$ cat src/rtl/rv_multicycle_ctrl.sv
// Multi-cycle FETCH/DECODE/EXEC/WB sequencer for the hello_asm RV32 core.
// Owns the PC, the IR and the 32x32 register file, and drives an external combinational ALU.
module rv_multicycle_ctrl #(
   parameter logic [31:0] RESET_PC = 32'h0000_0000
) (
   input  logic        clk,
   input  logic        reset,
   output logic        imem_req,
   output logic [31:0] imem_addr,
   input  logic        imem_ready,
   input  logic [31:0] imem_rdata,
   output logic [31:0] alu_a,
   output logic [31:0] alu_b,
   output logic [6:0]  alu_opcode,
   output logic [2:0]  alu_funct3,
   input  logic [31:0] alu_result,
   output logic        retired,
   output logic        halted,
   output logic        illegal,
   input  logic [4:0]  dbg_addr,
   output logic [31:0] dbg_data
);

   localparam logic [6:0]  OPC_LUI    = 7'b0110111;
   localparam logic [6:0]  OPC_OP_IMM = 7'b0010011;
   localparam logic [31:0] INSN_EBREAK = 32'h0010_0073;

   typedef enum logic [2:0] {
      FETCH,
      DECODE,
      EXEC,
      WB,
      HALT
   } state_t;

   state_t      r_state;
   state_t      w_nextState;
   logic [31:0] r_pc;
   logic [31:0] r_ir;
   logic [31:0] r_result;
   logic [31:0] r_aluA;
   logic [31:0] r_aluB;
   logic [6:0]  r_aluOpcode;
   logic [2:0]  r_aluFunct3;
   logic        r_illegal;
   logic [31:0] r_regs [32];

   logic [6:0]  w_opcode;
   logic [2:0]  w_funct3;
   logic [4:0]  w_rd;
   logic [4:0]  w_rs1;
   logic [31:0] w_rs1Data;
   logic        w_isLui;
   logic        w_isOpImm;
   logic        w_isEbreak;
   logic        w_legal;
   logic [31:0] w_decA;
   logic [31:0] w_decB;

   assign w_opcode   = r_ir[6:0];
   assign w_funct3   = r_ir[14:12];
   assign w_rd       = r_ir[11:7];
   assign w_rs1      = r_ir[19:15];
   assign w_rs1Data  = (w_rs1 == 5'd0) ? 32'd0 : r_regs[w_rs1];
   assign w_isLui    = (w_opcode == OPC_LUI);
   assign w_isOpImm  = (w_opcode == OPC_OP_IMM) && ((w_funct3 == 3'b000) || (w_funct3 == 3'b111));
   assign w_isEbreak = (r_ir == INSN_EBREAK);
   assign w_legal    = w_isLui || w_isOpImm;
   assign w_decA     = w_isLui ? {r_ir[31:12], 12'b0} : w_rs1Data;
   assign w_decB     = w_isLui ? 32'd0 : {{20{r_ir[31]}}, r_ir[31:20]};

   assign dbg_data = (dbg_addr == 5'd0) ? 32'd0 : r_regs[dbg_addr];

   always_ff @(posedge clk) begin
      if (reset) begin
         r_state <= FETCH;
      end else begin
         r_state <= w_nextState;
      end
   end

   // Outputs are forced inactive while reset is asserted so a mid-instruction reset
   // never shows a retire, a fetch or a live ALU operand.
   always_comb begin
      w_nextState = r_state;
      imem_req    = 1'b0;
      retired     = 1'b0;
      halted      = 1'b0;
      imem_addr   = r_pc;
      alu_a       = reset ? 32'd0 : r_aluA;
      alu_b       = reset ? 32'd0 : r_aluB;
      alu_opcode  = reset ? 7'd0  : r_aluOpcode;
      alu_funct3  = reset ? 3'd0  : r_aluFunct3;
      illegal     = r_illegal && !reset;
      case (r_state)
         FETCH: begin
            imem_req = !reset;
            if (imem_ready) begin
               w_nextState = DECODE;
            end
         end
         DECODE: begin
            w_nextState = w_legal ? EXEC : HALT;
         end
         EXEC: begin
            w_nextState = WB;
         end
         WB: begin
            retired     = !reset;
            w_nextState = FETCH;
         end
         HALT: begin
            halted = !reset;
         end
         default: begin
            w_nextState = FETCH;
         end
      endcase
   end

   // ALU operand registers are loaded only on the DECODE->EXEC edge and cleared otherwise,
   // so they are non-zero exactly during EXEC.
   always_ff @(posedge clk) begin
      if (reset) begin
         r_pc        <= RESET_PC;
         r_ir        <= 32'd0;
         r_result    <= 32'd0;
         r_aluA      <= 32'd0;
         r_aluB      <= 32'd0;
         r_aluOpcode <= 7'd0;
         r_aluFunct3 <= 3'd0;
         r_illegal   <= 1'b0;
         for (int i = 0; i < 32; i++) begin
            r_regs[i] <= 32'd0;
         end
      end else begin
         if (r_state == FETCH && imem_ready) begin
            r_ir <= imem_rdata;
         end
         if (r_state == DECODE && w_legal) begin
            r_aluA      <= w_decA;
            r_aluB      <= w_decB;
            r_aluOpcode <= w_opcode;
            r_aluFunct3 <= w_funct3;
         end else begin
            r_aluA      <= 32'd0;
            r_aluB      <= 32'd0;
            r_aluOpcode <= 7'd0;
            r_aluFunct3 <= 3'd0;
         end
         if (r_state == DECODE && !w_legal && !w_isEbreak) begin
            r_illegal <= 1'b1;
         end
         if (r_state == EXEC) begin
            r_result <= alu_result;
         end
         if (r_state == WB) begin
            r_pc <= r_pc + 32'd4;
            if (w_rd != 5'd0) begin
               r_regs[w_rd] <= r_result;
            end
         end
      end
   end

endmodule

$ cat config.mk
export PLATFORM = sky130hd
export DESIGN_NAME = rv_multicycle_ctrl
export DESIGN_NICKNAME = d
export VERILOG_FILES = /design/src/rtl/rv_multicycle_ctrl.sv
export SDC_FILE = /design/constraint.sdc
export NUM_CORES = 2
export LEC_CHECK = 0
export BUFFER_PORTS_ARGS = -buffer_cell sky130_fd_sc_hd__buf_2
export CAP_MARGIN = 20
export CORE_ASPECT_RATIO = 0.9
export CORE_UTILIZATION = 50
export CTS_BUF_LIST = sky130_fd_sc_hd__clkbuf_8
export DETAILED_ROUTE_END_ITERATION = 7
export HOLD_SLACK_MARGIN = 0.05
export PLACE_DENSITY_LB_ADDON = 0.1
export REMOVE_ABC_BUFFERS = 1
export SLEW_MARGIN = 20
export SYNTH_ARGS = -nofsm -noshare
export SYNTH_HDL_FRONTEND = slang
export SYNTH_SLANG_ARGS = --single-unit
$ cat constraint.sdc
create_clock -name clk -period 2.3 [get_ports clk]
set_input_delay 0.345 -clock clk [delete_from_list [all_inputs] [get_ports clk]]
set_output_delay 0.345 -clock clk [all_outputs]
set_load 0.01 [all_outputs]
**Word level (Yosys, flattened, before mapping)**

Memory sizes are Yosys's and may differ from the RTL's. A register that Yosys moved wholly into a read port is not among the register bits.
Cells that the tools add are included.

- Register bits: 154
- Latch bits: 0
- Bits in writable memories: 1024
- Memory bits (read-only): 0
- Output and inout port bits: 142
- Logic and storage cells: 68
- Memories kept: 1

Memory list:

| memory | words | bits a word | read ports | clocked after memory_dff | write ports | RTL line | source |
|---|---|---|---|---|---|---|---|
| r_regs | 32 | 32 | 2 | 1 | 32 | 46 | `logic [31:0] r_regs [32];` |

- Add/sub/neg operators: 1
- Multiply operators: 0
- Divide/modulo/power cells: 0
- Order comparisons: 0
- Equal/unequal tests: 9
- Shift operators: 0
- Mux-type cells: 24
- Bitwise operators: 2
- Reductions and logical operators: 21

Operator list:

| operator | number |
|---|---|
| 32-bit two-way mux | 6 |
| 32-bit by 3-bit adder with 32-bit output, second input constant | 1 |
| 32-bit by 21-bit equality test with 1-bit output, second input constant | 1 |
| 32-bit OR reduction | 1 |
| 5-bit two-way mux | 3 |
| 3-bit one-hot mux with 4 select lines | 1 |
| 5-bit logical NOT | 2 |
| 1-bit two-way mux | 10 |
| 3-bit two-way mux | 3 |
| 7-bit by 5-bit equality test with 1-bit output, second input constant | 1 |
| 7-bit by 6-bit equality test with 1-bit output, second input constant | 1 |
| 7-bit two-way mux | 1 |
| 3-bit by 2-bit equality test with 1-bit output, second input constant | 2 |
| 3-bit equality test, second input constant | 2 |
| 1-bit logical AND | 6 |
| 3-bit logical NOT | 2 |
| 5-bit nonzero test | 1 |
| 4-bit OR reduction | 1 |
| 3-bit by 1-bit equality test with 1-bit output, second input constant | 1 |
| 1-bit logical NOT | 3 |
| 3-bit OR reduction | 1 |
| 1-bit logical OR | 2 |
| 2-bit != test, second input constant | 1 |
| 1-bit inverter | 2 |
| other kinds (2) | 2 |

**Longest topological paths before layout**

- Depth after elaboration: 7
- Depth in mapped cells: 9
- Gate-level depth less buffers: 6

**Least setup slack after synthesis**

No wires, ideal clock.

- Path type: in2out
- From: input dbg_addr[0]
- To: output dbg_data[0]
- Data arrival time: 1.907 ns
- Data required time: 1.955 ns
- Setup slack: 0.048 ns
- Stages: 7
- Path buffers: 3
- Cells stage by stage: buf_2 > buf_2 > buf_2 > mux4_2 > mux2_2 > o22ai_1 > nor3_1

- Longest elaborated chain between the ends: 2
- Elaborated cells on any way between the ends: 3

RTL lines:

| what | RTL line | source |
|---|---|---|
| start: declaration | 20 | `input logic [4:0] dbg_addr,` |
| memory 32 x 32 bit / 5-bit logical NOT (equally long branches) | - |  |
| 32-bit two-way mux (*) | 72 | `assign dbg_data = (dbg_addr == 5'd0) ? 32'd0 : r_regs[dbg_addr];` |
| end: declaration | 21 | `output logic [31:0] dbg_data` |

Every way passes the cells marked *; elsewhere a longest branch is shown, timed or not.

==> PnR_summary.wiki <==
{| class="wikitable"
! Metric !! Value
|-
| Number of maximum-capacitance constraint violations || 0
|-
| Total count of max-transition violations in the final report || 0
|-
| Final setup violation count || 50
|-
| Num CTS Buffers || 193
|-
| Clock insertion delay at the later pin of the skew report || 960 ps
|-
| Path type of the worst setup path || flop to output pin
|-
| Total negative slack || -20130 ps
|-
| Area of all sequential standard cells || 33900 um2
|-
| Final non-filler cell area || 74700 um2
|-
| Number of detailed-route iterations in the first pass || 6
|-
| Area of the multi-input gates || 26000 um2
|-
| Class of the worst hold path || input port to flop
|-
| Largest buffer count on any clock path || 3
|-
| Placed instance area || 67700 um2
|-
| Element type at the critical path end || output pin
|-
| Hold violation count in the final report || 0
|-
| Peak VDD IR || 637 uV
|-
| FFs w/ async S/R, synth || 0%
|-
| Number of enable-type register cells in the synthesized netlist || 1024
|-
| Residual overflow from global routing || 0
|-
| Worst path required time || 1960 ps
|-
| Cell taking the most area after synthesis || sky130_fd_sc_hd__edfxtp_1
|-
| Layout cells sized above 1 || 38.2%
|-
| Global-route wire length before repair || 295 mm
|-
| Final critical-path setup slack || -689 ps
|-
| Highest clock frequency the design can meet || 335 MHz
|-
| Critical path peak fanout || 2
|-
| Run status || finished, violations left
|-
| Count of nets left with antenna violations after detail routing || 0
|-
| Layout Utilization || 62.5%
|-
| Post-DR vias/cell || 6.28
|-
| Flops & latches, synth || 1181
|-
| Count of filler cells inserted in the layout || 8889
|-
| Cell types occupying the most area after synthesis || sky130_fd_sc_hd__edfxtp_1 51%, sky130_fd_sc_hd__mux4_2 20%, sky130_fd_sc_hd__and2_1 10%
|-
| Largest net degree at the start of global routing || 120
|-
| Effective utilization at floorplan || 50.6%
|-
| Prevailing post-synth register cell || sky130_fd_sc_hd__edfxtp_1
|-
| Area of the die || around 120000 um2
|-
| Final min period || 2990 ps
|-
| CTS Root Buffer Type || sky130_fd_sc_hd__clkbuf_8
|-
| Highest cell delay on the worst timing path || 510 ps
|-
| Number of DRC violations after detailed routing || 0
|-
| DP Cell Count || 5992
|-
| Leakage power || roughly 0.028 uW
|-
| R2R Setup Slk || -160 ps
|-
| Transition time of the tightest slew-check pin || 971 ps
|-
| Most common library cells after synthesis || 1024 x sky130_fd_sc_hd__edfxtp_1, 997 x sky130_fd_sc_hd__and2_1, 542 x sky130_fd_sc_hd__mux4_2, 289 x sky130_fd_sc_hd__clkbuf_1, 157 x sky130_fd_sc_hd__dfxtp_1
|-
| Y dimension of the die || 332 um
|-
| Std-Cell Core Area || 119000 um2
|-
| GRT Overall Usage || 34.3%
|-
| Post-route clock period utilization || 130%
|-
| Worst relative slew slack || a little over a third
|-
| Post-synthesis cell count || 4083
|-
| Endpoint arrival time on the critical path || 2640 ps
|-
| Cell with the most instances after synthesis || sky130_fd_sc_hd__edfxtp_1
|-
| Areal power density over the cells || 655 nW/um2
|-
| Area growth from synthesis to layout || 23.6%
|-
| Number of global-route vias before repair || 40259
|-
| Worst path cell trace || mux4_2, mux2_4, o22ai_4, nor3_4, buf_2
|-
| Fraction of post-synthesis cell area in the top cell type by area || 50.9%
|-
| Quantity of I/O buffers inserted on ports || 211
|-
| Average instance area after synthesis || 14.8 um2
|-
| Per-cell routed wire length || 32.5 um
|-
| TritonCTS clock tree || built
|-
| Number of levels in the clock H-tree || 4
|-
| Worst hold slack || 182 ps
|-
| Boundary Pins || 214
|-
| Die width || 368 um
|-
| Number of warnings issued by yosys || 0
|-
| Clk slew on worst S/H paths || 60 ps
|-
| Gpl congestion || roughly 0.9
|-
| Number of different library cells in the post-synthesis netlist || 53
|-
| Violated checks || negative setup slack
|-
| Total via count in the routed design || around 40000
|-
| Post-Layout Cell Count || 6522
|-
| Sequential-to-total area share from yosys stat || 56.1%
|-
| Routed wire length || 212 mm
|-
| # clock sinks || 1181
|-
| Standard-cell row count || 120
|-
| Worst path slowest cell || sky130_fd_sc_hd__mux4_2
|-
| DPL Wire Length || 135 mm
|-
| Initial antenna violation count || 17
|-
| Worst clock skew on the final layout || 43.5 ps
|-
| Critical path startpoint category || flop
|-
| Iter 0 DRT Violations || 5589
|-
| Final layout net count || 4846
|-
| Setup repair after global routing missed its margin || yes
|-
| Synthesized area || 60400 um2
|}
==> worst max-delay path: cells and delay by family (launching register included) <==
family	cells	cell delay (ps)
AOI/OAI and AO/OA	1	200
DFF	1	430
buffers and inverters	1	170
muxes	2	810
and+or+nand+nor	1	100
==> stage by stage <==
| step | power (uW) | setup WS, ps |
|---|---|---|
| floorplan | 27800 | -7280 |
| global placement | 30600 | -701 |
| detailed placement | 30600 | -693 |
| CTS | 48700 | -761 |
| global route | 50200 | -753 |
| finish | 48900 | -689 |
==> cells in the final DEF (no fill, tap or decap), drive strengths merged, types with 3 or more instances in the layout <==
cell	count
nand2	146
o22ai	39
a211oi	11
nand2b	5
and3	14
or3	5
nor4b	3
dlygate4sd3	101
conb	36
inv	92
nor4	20
buf	782
nand4	5
mux2	104
or2	32
mux2i	108
clkinv	48
diode	4
mux4	542
xnor2	23
nor3	41
clkinvlp	6
edfxtp	1024
nor2	118
o32ai	9
nor2b	57
a22o	32
nand3b	9
a21oi	78
o221ai	9
nand3	11
and2	997
clkbuf	229
and4	3
o21ai	16
dfxtp	157
xor2	4
==> path summary, 6_finish.rpt <==
kind / from / endpoint / cells past startpoint
setup / recovery: r_regs[4][15] / dbg_data[15] / 5
hold / removal: reset / imem_addr[4] / 4
setup reg to reg: flop / r_aluA[0] / 8
hold reg to reg: r_result[22] / r_result[22] / 2
==> area by class of cell <==
class,count,share of cell area (%)
clock buffers,218,4.02
clock inverters,136,0.850
flip-flops and latches,1181,45.4
repair buffers,895,12.2
diodes,4,0.0134
well taps,1586,2.66
multi-input cells,2490,34.8
inverters,12,0.0603
==> routing by layer <==
| layer | share of wire, % | global-route usage (%) | vias to the layer above |
|---|---|---|---|
| li1 | - | - | 16776 |
| met1 | 39 | 48.6 | 21039 |
| met2 | 46 | 52.4 | 2656 |
| met3 | 11 | 6.71 | 453 |
| met4 | 4.1 | 13.7 | 6 |
| met5 | 0.022 | 0 | - |
==> what timing repair did <==
| action | in CTS | in global routing |
|---|---|---|
| pin swaps | 26 | 30 |
| hold buffers | 102 | 0 |
| gates cloned | 16 | 10 |
| buffers inserted | 34 | 37 |
| hold endpoints to repair | 81 | 0 |
| resized for setup | 188 | 113 |
| endpoints found under the setup margin | 83 | 81 |
==> kinds of logic (layout without fill, tap and decap cells) <==
family	count (synthesis)	in the layout	synth area share, %
fa+ha+maj	1	1	0.0207
compound gates	199	199	2.15
buf+inv	447	1261	3.17
simple gates	1473	1473	14.2
xor+xnor	27	27	0.392
flops	1181	1181	56.1
mux	754	754	23.9
other cells	1	40	0.00621
==> sequential cells by signal (all words and copies together), names as in the netlist, named ones only <==
name         flops
r_ir            32
imem_addr       30
r_aluFunct3      3
r_state          3
r_illegal        1
r_aluOpcode      7
r_regs        1024
r_result        32
r_aluB          12
r_aluA          32
==> where the power goes <==
group	leakage (uW)	switching [uW]	internal [uW]
clock network	0.00213	8890	8860
registers	0.0118	446	23900
logic	0.0139	3380	3380
total	0.0279	12700	36200
Note: power is estimated with default switching activity, not from simulation.
